===== src/rtl/pipeline_ctrl.sv =====
// pipeline_ctrl: hazard and sequencing controller for a 5-stage pipeline.
// It generates the stage enables, flushes and holds. It runs the req/ack
// handshake with a variable-latency data memory, redirects the PC on branches
// resolved in MEM, and counts stall cycles.
module pipeline_ctrl #(
    parameter int TIMEOUT = 64,
    parameter int CNT_W   = 16
) (
    input  logic             clock,
    input  logic             reset,
    input  logic [4:0]       id_rs,
    input  logic [4:0]       id_rt,
    input  logic             idex_memRead,
    input  logic [4:0]       idex_rd,
    input  logic             exmem_memRead,
    input  logic             exmem_memWrite,
    input  logic             exmem_branch,
    input  logic             exmem_ZF,
    input  logic             exmem_BNE,
    input  logic [6:0]       exmem_branchAddress,
    input  logic             mem_ack,
    output logic             pc_write,
    output logic             pc_src,
    output logic [6:0]       branch_target,
    output logic             ifid_write,
    output logic             ifid_flush,
    output logic             idex_flush,
    output logic             exmem_flush,
    output logic             pipe_hold,
    output logic             memwb_bubble,
    output logic             mem_req,
    output logic             mem_error,
    output logic [CNT_W-1:0] stall_count
);

    localparam int WCNT_W = $clog2(TIMEOUT + 1);

    typedef enum logic [1:0] {
        S_RUN  = 2'd0,
        S_WAIT = 2'd1,
        S_ERR  = 2'd2
    } state_t;

    state_t            r_state;
    logic [WCNT_W-1:0] r_wait_cnt;
    logic              r_mem_error;
    logic [CNT_W-1:0]  r_stall_count;

    logic w_memop;
    logic w_taken;
    logic w_load_use;
    logic w_freeze;
    logic w_eval;
    logic w_req;

    assign branch_target = exmem_branchAddress;
    assign mem_error     = r_mem_error;
    assign stall_count   = r_stall_count;

    // Classify the cycle: frozen on memory, or free to evaluate branch/load-use.
    always_comb begin
        w_memop    = exmem_memRead | exmem_memWrite;
        w_taken    = exmem_branch & (exmem_ZF ^ exmem_BNE);
        w_load_use = idex_memRead && (idex_rd != 5'd0) &&
                     ((idex_rd == id_rs) || (idex_rd == id_rt));
        w_freeze   = 1'b0;
        w_eval     = 1'b0;
        w_req      = 1'b0;
        case (r_state)
            S_RUN: begin
                w_req = w_memop;
                if (w_memop && !mem_ack) begin
                    w_freeze = 1'b1;
                end else begin
                    w_eval = 1'b1;
                end
            end
            S_WAIT: begin
                w_req = 1'b1;
                if (!mem_ack) begin
                    w_freeze = 1'b1;
                end else begin
                    w_eval = 1'b1;
                end
            end
            S_ERR: begin
                w_freeze = 1'b1;
            end
            default: begin
                w_freeze = 1'b1;
            end
        endcase
    end

    // Drive the pipeline controls; reset overrides everything asynchronously.
    always_comb begin
        pc_write     = 1'b1;
        pc_src       = 1'b0;
        ifid_write   = 1'b1;
        ifid_flush   = 1'b0;
        idex_flush   = 1'b0;
        exmem_flush  = 1'b0;
        pipe_hold    = 1'b0;
        memwb_bubble = 1'b0;
        mem_req      = 1'b0;
        if (reset) begin
            pc_write     = 1'b0;
            ifid_write   = 1'b0;
            ifid_flush   = 1'b1;
            idex_flush   = 1'b1;
            exmem_flush  = 1'b1;
            memwb_bubble = 1'b1;
        end else begin
            mem_req = w_req;
            if (w_freeze) begin
                pc_write     = 1'b0;
                ifid_write   = 1'b0;
                pipe_hold    = 1'b1;
                memwb_bubble = 1'b1;
            end else if (w_eval && w_taken) begin
                // A taken branch squashes the three younger instructions.
                pc_src      = 1'b1;
                ifid_flush  = 1'b1;
                idex_flush  = 1'b1;
                exmem_flush = 1'b1;
            end else if (w_eval && w_load_use) begin
                // Hold PC and IF/ID for one cycle and insert a single bubble.
                pc_write   = 1'b0;
                ifid_write = 1'b0;
                idex_flush = 1'b1;
            end else begin
                pc_write = 1'b1;
            end
        end
    end

    // Memory handshake sequencing, wait counter and sticky timeout flag.
    always_ff @(posedge clock or posedge reset) begin
        if (reset) begin
            r_state     <= S_RUN;
            r_wait_cnt  <= '0;
            r_mem_error <= 1'b0;
        end else begin
            case (r_state)
                S_RUN: begin
                    if (w_memop && !mem_ack) begin
                        r_state    <= S_WAIT;
                        r_wait_cnt <= WCNT_W'(1);
                    end else begin
                        r_state    <= S_RUN;
                    end
                end
                S_WAIT: begin
                    if (mem_ack) begin
                        r_state    <= S_RUN;
                        r_wait_cnt <= '0;
                    end else if (r_wait_cnt == WCNT_W'(TIMEOUT)) begin
                        r_state     <= S_ERR;
                        r_mem_error <= 1'b1;
                    end else begin
                        r_wait_cnt <= r_wait_cnt + WCNT_W'(1);
                    end
                end
                S_ERR: begin
                    r_state <= S_ERR;
                end
                default: begin
                    r_state <= S_RUN;
                end
            endcase
        end
    end

    // Saturating count of cycles in which the PC did not advance.
    always_ff @(posedge clock or posedge reset) begin
        if (reset) begin
            r_stall_count <= '0;
        end else if (!pc_write && (r_stall_count != {CNT_W{1'b1}})) begin
            r_stall_count <= r_stall_count + CNT_W'(1);
        end else begin
            r_stall_count <= r_stall_count;
        end
    end

endmodule


===== config.mk =====
export PLATFORM = sky130hd
export DESIGN_NAME = pipeline_ctrl
export DESIGN_NICKNAME = d
export VERILOG_FILES = /design/src/rtl/pipeline_ctrl.sv
export SDC_FILE = /design/constraint.sdc
export NUM_CORES = 1
export LEC_CHECK = 0
export CORE_MARGIN = 3
export CORE_UTILIZATION = 43
export DETAILED_ROUTE_END_ITERATION = 10
export GPL_ROUTABILITY_DRIVEN = 0
export HOLD_SLACK_MARGIN = 0.05
export PLACE_DENSITY = 0.86
export SETUP_SLACK_MARGIN = 0.05
export SLEW_MARGIN = 20
export SYNTH_ARGS = -nofsm -noshare
export SYNTH_HDL_FRONTEND = slang
export SYNTH_SLANG_ARGS = --single-unit
export TNS_END_PERCENT = 20

===== constraint.sdc =====
create_clock -name clock -period 2.36 [get_ports clock]
set_input_delay 0.354 -clock clock [delete_from_list [all_inputs] [get_ports clock]]
set_output_delay 0.354 -clock clock [all_outputs]
set_load 0.05 [all_outputs]

# Word-level counts from Yosys, hierarchy flattened
# Cells that the tools add are included.
# totals
ff_bits	26
input_bits	31
output_inout_bits	33
word_cells	64
# classes
addsub	2
eq_ne	9
mux	31
bitwise_logic	4
reduce_logical	14
# ops
operator	count
two-way mux 1 bit	21
two-way mux 7 bit	3
adder 16 x 1 -> 16 bit (second input constant)	1
!= test 16 bit (second input constant)	1
one-hot mux 7 bit (2 select lines)	1
== test 5 bit	2
adder 7 x 1 -> 7 bit (second input constant)	1
== test 7 bit (second input constant)	1
logical AND 1 bit	6
!= test 3 bit (second input constant)	2
one-hot mux 1 bit (2 select lines)	3
one-hot mux 2 bit (3 select lines)	1
AND reduction 3 bit	2
nonzero test 5 bit	1
two-way mux 2 bit	2
== test 2 x 1 -> 1 bit (second input constant)	1
== test 2 bit (second input constant)	1
zero test 1 bit	2
zero test 2 bit	1
!= test 2 bit (second input constant)	1
nonzero test 2 bit	1
AND 1 bit	1
logical OR 1 bit	1
NOT 1 bit	1
2 further kinds	2

# Logic depth before layout (Yosys ltp)
# Gate-level depths: netlist of the first run.
# logic_depth
word_depth	11
mapped_depth	8
depth_no_buf	8

# Worst setup path before layout of the first run
# No wires, ideal clock.
# synth_path
path_type	register to output
start	register r_state[0]
end	output port idex_flush
arrival_ns	2.605
t_required_ns	2.006
slack_ns	-0.599
path_stages_with_launch	5
path_buffers	0
cell_sequence	dfrtp_1 -> nor3_2 -> nor2_1 -> o31ai_1 -> a41o_1
# synth_between
elab_chain_len	7
elab_cells_between_ends	10
cone_classes	eq/ne (1); mux (6); reduce/logical (3)
# synth_lines
item	line_no	source
start, declared	44	state_t r_state;
start signal, assigned	140	r_state <= S_RUN;
start signal, assigned	147	r_state <= S_WAIT;
start signal, assigned	150	r_state <= S_RUN;
== test 2 x 1 -> 1 bit / zero test 2 bit (equally long branches)	69	case (r_state)
one-hot mux 1 bit (2 select lines)	69	
logical AND 1 bit	126	end else if (w_eval && w_load_use) begin
two-way mux 1 bit	126	
two-way mux 1 bit	120	end else if (w_eval && w_taken) begin
two-way mux 1 bit *	115	if (w_freeze) begin
two-way mux 1 bit *	106	if (reset) begin
end, declared	27	output logic idex_flush,
# Mark *: on every way between the ends. The rest lies on a longest branch, timed or not.

# Worst setup path after layout of the first run
# layout_path
start	input port idex_rd[0]
end	output port idex_flush
# layout_between
elab_chain_len	8
elab_cells_between_ends	11
cone_classes	eq/ne (2); mux (4); reduce/logical (5)
# layout_lines
item	line_no	source
start, declared	14	input logic [4:0] idex_rd,
== test 5 bit / nonzero test 5 bit (equally long branches)	65, 64	
logical OR 1 bit / logical AND 1 bit (equally long branches)	65, 64	
logical AND 1 bit *	64	w_load_use = idex_memRead && (idex_rd != 5'd0) &&
logical AND 1 bit *	126	
two-way mux 1 bit *	126	
two-way mux 1 bit *	120	
two-way mux 1 bit *	115	
two-way mux 1 bit *	106	
# Marked as above.

==> results by group, run 1 <==
Clocking
  • H-tree depth: 1
  • Clock edge transition at the registers on the reported setup and hold paths: 0.13 ns
  • Cts bufs inserted: 3
  • CTS Root Cell: clkbuf_4
  • Max clock buf depth: 2
  • CTS tree: built
  • # hold bufs at CTS: 0
  • Clock Sinks: 26
  • Worst-Skew Late Latency: 0.31 ns

Floorplan
  • FP Rows: 21
  • Starting density of the core: 45.4%
  • # IOs: 64
  • Die height: 66.1 um
  • Core Area: between 3000 and 4000 um^2
  • Die area: 4360 um^2
  • Die Wd: 66.1 um

Yosys
  • Synth Area per Inst: 9.18 um^2
  • Yosys warnings: 0
  • Netlist Area Pre-Place: 1550 um^2
  • Netlist cell types: 33
  • Post-synth EDFFs: 0
  • Post-Syn Nets: about 200
  • Ys async rst share: 100%
  • Most used DFF post-synth: dfrtp_1
  • Yosys reg bits: 26
  • Seq/Total Area, Yosys: 41.9%
  • Mapped Cells: ~170

Setup path
  • Crit start category: primary input
  • WP data required: 2.01 ns
  • Critical Path Fanout Max: 3
  • Critical Path End Type: primary output
  • Worst EP arrival: 1.88 ns
  • Critical path buffers and inverters: 3
  • Worst path slowest cell: clkdlybuf4s50_1
  • CP top delay family: buffers and inverters
  • Worst path cell trace: clkdlybuf4s50_1, xnor2_1, nand3_1, o22ai_2, buf_4, a41o_1, buf_6
  • Crit Path Class: in -> out
  • Max stage delay on crit path: 0.54 ns

Finish
  • Design area: ~2200 um^2
  • P&R area growth vs syn: 41.9%
  • Most common cell after layout, fill and taps aside: clkdlybuf4s50_1
  • Fillcell total: 272
  • ANT cells: 0
  • Multi-input gate area in the final layout: ~810 um^2
  • Most frequent cells in the layout: clkdlybuf4s50_1 (40), dfrtp_1 (25), nor2_1 (22)
  • Share of cells above drive strength 1: about 15%
  • Final #Nets: 255
  • Storage element area: 652 um^2

Global route
  • Largest net degree at the start of global routing: 27
  • Initial antenna violation count: 0
  • GRT Total Usage: 15.9%
  • Global-route wire length before repair: between 5000 and 6000 um
  • GRT overflow: 0
  • Vias in the first global route: 1,328

Place
  • HPWL Detailed: 2660 um
  • Cell area after placement: around 2100 um^2
  • Port Buffers: between 40 and 50
  • Pre-CTS setup slack: 0.0523 ns

Detailed routing
  • Remaining DRCs: 0
  • DR iter-0 viols: 68
  • Pre-antenna DRT Iters: 4
  • Routed Antenna Nets: 0
  • Detailed-route vias per instance: 5.03
  • Detailed Route WL: 3430 um
  • DR vias: 1,338
  • WL/cell: ~13 um

Timing
  • Finish-stage setup viols: 0
  • Slew HR: roughly 66%
  • Worst Skew: about 0.011 ns
  • Final min period: 2.23 ns
  • Final Hold Vio Count: 0
  • Final period util: 94.5%
  • Final WS setup: 0.131 ns
  • RSZ-0062 raised after global routing: true
  • Worst Tran Pin Value: 0.510 ns
  • Slew Viols, Final: 0
  • F_max: approximately 450 MHz

Power and ir drop
  • Total power: between 1.5 and 2 mW
  • Power Density: 759 nW/um^2
  • P_leak: ~0.98 nW
  • Peak supply drop: 0.664 mV

Run
  • Max Cap Violations: 0

Worst hold path
  • HP Class: reg -> reg

Outcome
  • Outcome: finished, final reports clean
[final timing paths]
kind	from	endpoint	slack [ns]	cells past startpoint
worst min register to register	mem_error	mem_error	0.47	1
min in group asynchronous	reset	stall_count[7]	0.56	3
worst min-delay path	mem_error	mem_error	0.47	1
max in group asynchronous	reset	r_state[0]	1.54	3
worst max-delay path	idex_rd[0]	idex_flush	0.13	7
worst max register to register	stall_count[1]	stall_count[1]	0.19	6
[state kept, by name, summed over array words and instances (netlist names)]
name         flops
r_state          2
mem_error        1
stall_count     16
r_wait_cnt       7
[layer usage]
layer,track usage (%),wire [um]
met2,27.9,1640
met1,19.7,1460
met5,0,0
met3,2.38,282
met4,5.84,40
[repair_timing]
| item | CTS | global route |
|---|---|---|
| pin swaps | 1 | 1 |
| gates resized for setup | 0 | 4 |
| setup buffers | 0 | 1 |
| endpoints found under the setup margin | 1 | 4 |
[layout make-up]
type                            instances  share of cell area, %
Multi-Input combinational cell        122                   36.7
Clock buffer                            3                   1.02
Tap cell                               46                   2.62
Clock inverter                          1                   1.36
Timing Repair Buffer                   59                   27.1
Inverter                                9                   1.53
Sequential cell                        26                   29.6
[report_power, final]
group | switching [mW] | internal (mW)
clock | 0.126 | 0.172
combinational | 0.462 | 0.305
sequential | 0.0851 | 0.521
[metrics by stage]
step	hold slack (ns)	utilization (%)	setup TNS, ns	cells
global route	0.505	64.4	0	266
global placement	0.437	62.1	0	261
CTS	0.477	63.6	0	265
detailed placement	0.445	62.1	0	261
floorplan	0.410	-	-0.117	169
finish	0.470	64.4	0	266
[cells in the mapped netlist (all sizes together) (2+ instances only)]
library cell | number | area (um^2)
a21oi | 3 | 15.0
and3 | 2 | 12.5
buf | 10 | 78.8
clkbuf | 2 | 7.51
dfrtp | 26 | 651
ha | 3 | 37.5
inv | 9 | 33.8
nand2 | 12 | 45.0
nand3 | 10 | 50.1
nand4 | 7 | 43.8
nor2 | 22 | 82.6
nor3 | 10 | 55.1
nor4 | 4 | 25.0
o21a | 2 | 15.0
o21ai | 3 | 18.8
o31ai | 2 | 15.0
xnor2 | 15 | 131
xor2 | 15 | 131
[cells by family (layout without fill, tap and decap cells)]
family          Yosys count  in the layout  synth area share [%]
buf+inv                  21             72                  7.74
compound gates           17             17                  8.06
flops                    26             26                  41.9
fa+ha+maj                 3              3                  2.42
xor+xnor                 30             30                  16.9
simple gates             71             71                  22.2
mux                       1              1                 0.726
Note: power is estimated with default switching activity, not from simulation.
==> run 2, diff against run 1 <==
--- a/config.mk
+++ b/config.mk
@@ -11,6 +11,7 @@
 export GPL_ROUTABILITY_DRIVEN = 0
 export HOLD_SLACK_MARGIN = 0.05
 export PLACE_DENSITY = 0.86
+export RECOVER_POWER = 25
 export SETUP_SLACK_MARGIN = 0.05
 export SLEW_MARGIN = 20
 export SYNTH_ARGS = -nofsm -noshare
==> run 2 against run 1 <==
Setup slack unchanged. Highest routed layer unchanged. Via count increased by 0.60%. Combinational power about the same. Critical endpoint unchanged. Utilization fell by 0.11 points. Largest power group unchanged. Count of clock-buffer cells in the layout did not move. Maximum frequency is the same.
==> results by group, run 2 (synthesis results as in run 1) <==
Timing
  • Final min period: 2.23 ns (unchanged)
  • Final Hold Vio Count: 0 (unchanged)
  • Final WS setup: 0.131 ns (unchanged)
  • Final period util: 94.5% (unchanged)
  • Slew Viols, Final: 0 (unchanged)
  • RSZ-0062 raised after global routing: true (unchanged)
  • Slew HR: 10.8% (was 65.9%)
  • Worst Skew: 0.0112 ns (was 0.0115 ns)
  • Final hold slack: 0.470 ns (about the same)
  • F_max: 449 MHz (unchanged)
  • Finish-stage setup viols: 0 (unchanged)
  • Worst Tran Pin Value: 1.34 ns (was 0.510 ns)

Floorplan
  • # IOs: 64 (unchanged)
  • FP Rows: 21 (unchanged)
  • Die Wd: 66.1 um (unchanged)
  • Starting density of the core: 45.4% (unchanged)
  • Die area: 4360 um^2 (unchanged)
  • Die height: 66.1 um (unchanged)
  • Core Area: 3420 um^2 (unchanged)

Detailed routing
  • WL/cell: 12.9 um (about the same)
  • DR iter-0 viols: 68 (unchanged)
  • Detailed-route vias per instance: 5.06 (was 5.03)
  • Pre-antenna DRT Iters: 4 (unchanged)
  • Remaining DRCs: 0 (unchanged)
  • Detailed Route WL: 3420 um (was 3430 um)
  • Routed Antenna Nets: 0 (unchanged)
  • DR vias: 1,346 (was 1,338)

Clocking
  • CTS Root Cell: clkbuf_4 (unchanged)
  • H-tree depth: 1 (unchanged)
  • CTS tree: built (unchanged)
  • Clock Sinks: 26 (unchanged)
  • Clock edge transition at the registers on the reported setup and hold paths: 0.13 ns (about the same)
  • # hold bufs at CTS: 0 (unchanged)
  • Worst-Skew Late Latency: 0.31 ns (about the same)
  • Max clock buf depth: 2 (unchanged)
  • Cts bufs inserted: 3 (unchanged)

Global route
  • Global-route wire length before repair: 5530 um (unchanged)
  • Initial antenna violation count: 0 (unchanged)
  • Largest net degree at the start of global routing: 27 (unchanged)
  • GRT Total Usage: 15.9% (unchanged)
  • GRT overflow: 0 (unchanged)
  • Vias in the first global route: 1,328 (unchanged)

Setup path
  • Critical Path Fanout Max: 3 (unchanged)
  • Critical Path End Type: primary output (unchanged)
  • WP data required: 2.01 ns (about the same)
  • Worst EP arrival: 1.88 ns (about the same)
  • Crit start category: primary input (unchanged)
  • Crit Path Class: in -> out (unchanged)

Worst hold path
  • HP Class: reg -> reg (unchanged)

Place
  • Port Buffers: 49 (unchanged)
  • Cell area after placement: 2120 um^2 (unchanged)
  • Pre-CTS setup slack: 0.0523 ns (unchanged)
  • Placed cell count: 261 (unchanged)
  • HPWL Detailed: 2660 um (unchanged)

Finish
  • P&R area growth vs syn: 41.6% (was 41.9%)
  • Most common cell after layout, fill and taps aside: clkdlybuf4s50_1 (unchanged)
  • Final #Nets: 255 (unchanged)
  • Storage element area: 652 um^2 (unchanged)
  • Design area: 2200 um^2 (about the same)
  • Share of cells above drive strength 1: 14.5% (was 15.0%)
  • Fillcell total: 271 (was 272)
  • ANT cells: 0 (unchanged)
  • Multi-input gate area in the final layout: 808 um^2 (unchanged)
  • Non-Filler Instances: 266 (unchanged)
  • Max reg flops: 16 (unchanged)
  • Most frequent cells in the layout: clkdlybuf4s50_1 (39), dfrtp_1 (25), nor2_1 (22) (was clkdlybuf4s50_1 (40), dfrtp_1 (25), nor2_1 (22))

Power and ir drop
  • Power Density: 759 nW/um^2 (about the same)
  • Total power: 1.67 mW (about the same)
  • Peak supply drop: 0.663 mV (was 0.664 mV)
  • P_leak: 0.977 nW (was 0.980 nW)

Run
  • Max Cap Violations: 0 (unchanged)

Outcome
  • Outcome: finished, final reports clean (unchanged)
run 2: where the power goes:
part,switching [mW],internal [mW]
combinational,0.462,0.304
clock,0.126,0.172
sequential,0.0850,0.521
total,0.673,0.996
run 2: repair_timing:
| item | 4_1_cts | 5_1_grt |
|---|---|---|
| resized for setup | 0 | 4 |
| setup buffers | 0 | 1 |
| pin swaps | 1 | 1 |
| endpoints found under the setup margin | 1 | 4 |
run 2: layout make-up:
cell class	instances	share of cell area [%]
multi-input cells	122	36.8
clock inverters	1	1.37
flip-flops and latches	26	29.7
inverters	9	1.54
well taps	46	2.62
repair buffers	59	27.0
clock buffers	3	1.03
run 2: worst max-delay path, cell delays in order:
cell and delay (ns):
clkdlybuf4s50_1 0.54, xnor2_1 0.14, nand3_1 0.11, o22ai_2 0.22, buf_4 0.15, a41o_1 0.20
buf_6 0.17
run 2: metal layers:
layer / up-vias / global-route usage [%] / routed length, um
met5: - / 0 / 0
met4: 0 / 5.84 / 40
met3: 4 / 2.38 / 301
met2: 52 / 27.9 / 1650
met1: 611 / 19.7 / 1440
li1: 679 / - / -
run 2: final timing paths:
| kind | startpoint | end | slack (ns) | depth (start not counted) |
|---|---|---|---|---|
| hold / removal | mem_error | mem_error | 0.47 | 1 |
| min in group asynchronous | reset | stall_count[7] | 1.06 | 3 |
| setup / recovery | idex_rd[0] | idex_flush | 0.13 | 7 |
| setup reg to reg | stall_count[1] | stall_count[1] | 0.19 | 6 |
| hold reg to reg | mem_error | mem_error | 0.47 | 1 |
| max in group asynchronous | reset | r_state[0] | 0.42 | 3 |
run 2: through the flow:
stage | utilization [%] | setup TNS, ns
2_1_floorplan | - | -0.117
3_3_place_gp | 62.1 | 0
3_5_place_dp | 62.1 | 0
4_1_cts | 63.6 | 0
5_1_grt | 64.3 | 0
6_report | 64.3 | 0
==> run 3, diff against run 2 <==
--- a/config.mk
+++ b/config.mk
@@ -13,6 +13,7 @@
 export PLACE_DENSITY = 0.86
 export RECOVER_POWER = 25
 export SETUP_SLACK_MARGIN = 0.05
+export SKIP_CTS_REPAIR_TIMING = 1
 export SLEW_MARGIN = 20
 export SYNTH_ARGS = -nofsm -noshare
 export SYNTH_HDL_FRONTEND = slang
==> run 3 against run 2 <==
Final cell count shrank 0.38%. Die area did not move. Wire length is 0.44% higher. Count of clock-buffer cells in the layout stayed put. Highest routed layer unchanged.
==> results by group, run 3 (synthesis results as in run 1) <==
Place
  • Placed cell count: 261 (unchanged)
  • HPWL Detailed: 2660 um (unchanged)
  • Port Buffers: 49 (unchanged)

Power and ir drop
  • Sequential share of power: 36.3% (about the same)
  • Total power: 1.67 mW (about the same)
  • Internal power: 0.994 mW (was 0.996 mW)
  • Peak supply drop: 0.664 mV (was 0.663 mV)
  • Comb pwr share: 45.8% (was 45.9%)
  • P_leak: 0.972 nW (was 0.977 nW)
  • Power Density: 762 nW/um^2 (was 759 nW/um^2)
  • Clock share of power: 17.9% (was 17.8%)
  • Sw frac: 40.4% (was 40.3%)
  • P_sw: 0.673 mW (about the same)

Setup path
  • Cells on worst reg2reg path: 6 (unchanged)
  • RR Endpoint: stall_count[1] (unchanged)
  • WP data required: 2.01 ns (about the same)
  • Worst path slowest cell: clkdlybuf4s50_1 (unchanged)
  • Critical Path End Type: primary output (unchanged)
  • Max stage delay on crit path: 0.54 ns (about the same)
  • Worst path cell trace: clkdlybuf4s50_1, xnor2_1, nand3_1, o22ai_2, buf_4, a41o_1, buf_6 (unchanged)
  • Crit Path Class: in -> out (unchanged)
  • R2R Setup Slk: 0.19 ns (about the same)
  • Critical path buffers and inverters: 3 (unchanged)
  • Reg-to-Reg Start: stall_count[1] (unchanged)
  • Crit start category: primary input (unchanged)
  • Worst EP arrival: 1.88 ns (about the same)
  • CP top delay family: buffers and inverters (unchanged)
  • Critical Path Fanout Max: 3 (unchanged)

Detailed routing
  • DR iter-0 viols: 62 (was 68)
  • Remaining DRCs: 0 (unchanged)
  • WL/cell: 13.0 um (was 12.9 um)
  • Detailed Route WL: 3440 um (was 3420 um)
  • DR vias: 1,340 (was 1,346)
  • Routed Antenna Nets: 0 (unchanged)
  • Pre-antenna DRT Iters: 4 (unchanged)
  • Detailed-route vias per instance: 5.06 (about the same)

Worst hold path
  • Worst hold path cell count: 1 (unchanged)
  • HP Start: mem_error (unchanged)
  • HP Class: reg -> reg (unchanged)
  • Worst hold endpoint: mem_error (unchanged)

Finish
  • Non-Filler Instances: 265 (was 266)
  • Final #Nets: 254 (was 255)
  • ANT cells: 0 (unchanged)
  • Most frequent cells in the layout: clkdlybuf4s50_1 (39), dfrtp_1 (25), nor2_1 (22) (unchanged)
  • Max reg flops: 16 (unchanged)
  • P&R area growth vs syn: 41.1% (was 41.6%)
  • Most common cell after layout, fill and taps aside: clkdlybuf4s50_1 (unchanged)
  • Final Util: 64.1% (was 64.3%)
  • Share of cells above drive strength 1: 14.2% (was 14.5%)

Timing
  • Final period util: 94.7% (was 94.5%)
  • Final setup TNS: 0 ns (unchanged)
  • Final hold slack: 0.470 ns (about the same)
  • Slew HR: 10.6% (was 10.8%)
  • F_max: 448 MHz (was 449 MHz)
  • Worst Skew: 0.0114 ns (was 0.0112 ns)
  • Final Hold Vio Count: 0 (unchanged)
  • Worst Tran Pin Value: 1.34 ns (about the same)
  • Slew Viols, Final: 0 (unchanged)
  • Final min period: 2.23 ns (about the same)
  • RSZ-0062 raised after global routing: true (unchanged)
  • Finish-stage setup viols: 0 (unchanged)

Clocking
  • Max clock buf depth: 2 (unchanged)
  • CTS tree: built (unchanged)
  • Cts bufs inserted: 3 (unchanged)
  • Worst-Skew Late Latency: 0.31 ns (about the same)
  • Clock Sinks: 26 (unchanged)
  • H-tree depth: 1 (unchanged)
  • CTS Root Cell: clkbuf_4 (unchanged)
  • Clock edge transition at the registers on the reported setup and hold paths: 0.13 ns (about the same)

Floorplan
  • FP Rows: 21 (unchanged)
  • Die Wd: 66.1 um (unchanged)
  • Starting density of the core: 45.4% (unchanged)
  • Die height: 66.1 um (unchanged)
  • Die area: 4360 um^2 (unchanged)
  • # IOs: 64 (unchanged)
  • Core Area: 3420 um^2 (unchanged)

Global route
  • Largest net degree at the start of global routing: 27 (unchanged)
  • GRT overflow: 0 (unchanged)
  • Global-route wire length before repair: 5530 um (unchanged)
  • GRT Total Usage: 15.9% (unchanged)
  • Initial antenna violation count: 0 (unchanged)
  • Vias in the first global route: 1,328 (unchanged)

Outcome
  • Outcome: finished, final reports clean (unchanged)

Run
  • Max Cap Violations: 0 (unchanged)
run 3: final cells by class:
| class | count | area, um^2 |
|---|---|---|
| Clock buffer | 3 | 22.5 |
| Tap cell | 46 | 57.6 |
| Inverter | 9 | 33.8 |
| Clock inverter | 1 | 30.0 |
| Fill cell | 271 | 1230 |
| Timing Repair Buffer | 58 | 586 |
| Multi-Input combinational cell | 122 | 808 |
| Sequential cell | 26 | 652 |
run 3: power by group through the flow:
stage / sequential [mW] / clock, mW / combinational, mW
final: 0.606 / 0.298 / 0.764
after CTS: 0.605 / 0.311 / 0.767
after global routing: 0.621 / 0.329 / 0.815
after detailed placement: 0.613 / 0 / 0.761
after global placement: 0.613 / 0 / 0.751
after floorplan: 0.842 / 0 / 0.273
run 3: how the worst max path moves through the flow:
stage	startpoint	to	slack, ns	cells after the start
global route	r_state[0]	idex_flush	0.007	6
floorplan	r_state[0]	idex_flush	-0.12	4
detailed placement	exmem_memWrite	idex_flush	0.05	7
CTS	r_state[0]	idex_flush	0.02	6
finish	idex_rd[0]	idex_flush	0.13	7
global placement	exmem_memWrite	idex_flush	0.10	7
run 3: per-layer routing:
metal | GRT usage (%) | up-vias | share of wire (%)
met5 | 0 | - | 0
met4 | 5.84 | 0 | 1.2
met3 | 2.38 | 4 | 8.0
met2 | 27.9 | 46 | 48
met1 | 19.7 | 613 | 43
li1 | - | 677 | -
run 3: stage by stage:
stage	area (um^2)	setup slack (ns)
after floorplan	1560	-0.117
after global placement	2120	0.105
after detailed placement	2120	0.0523
after CTS	2170	0.0188
after global routing	2190	0.00735
final	2190	0.126
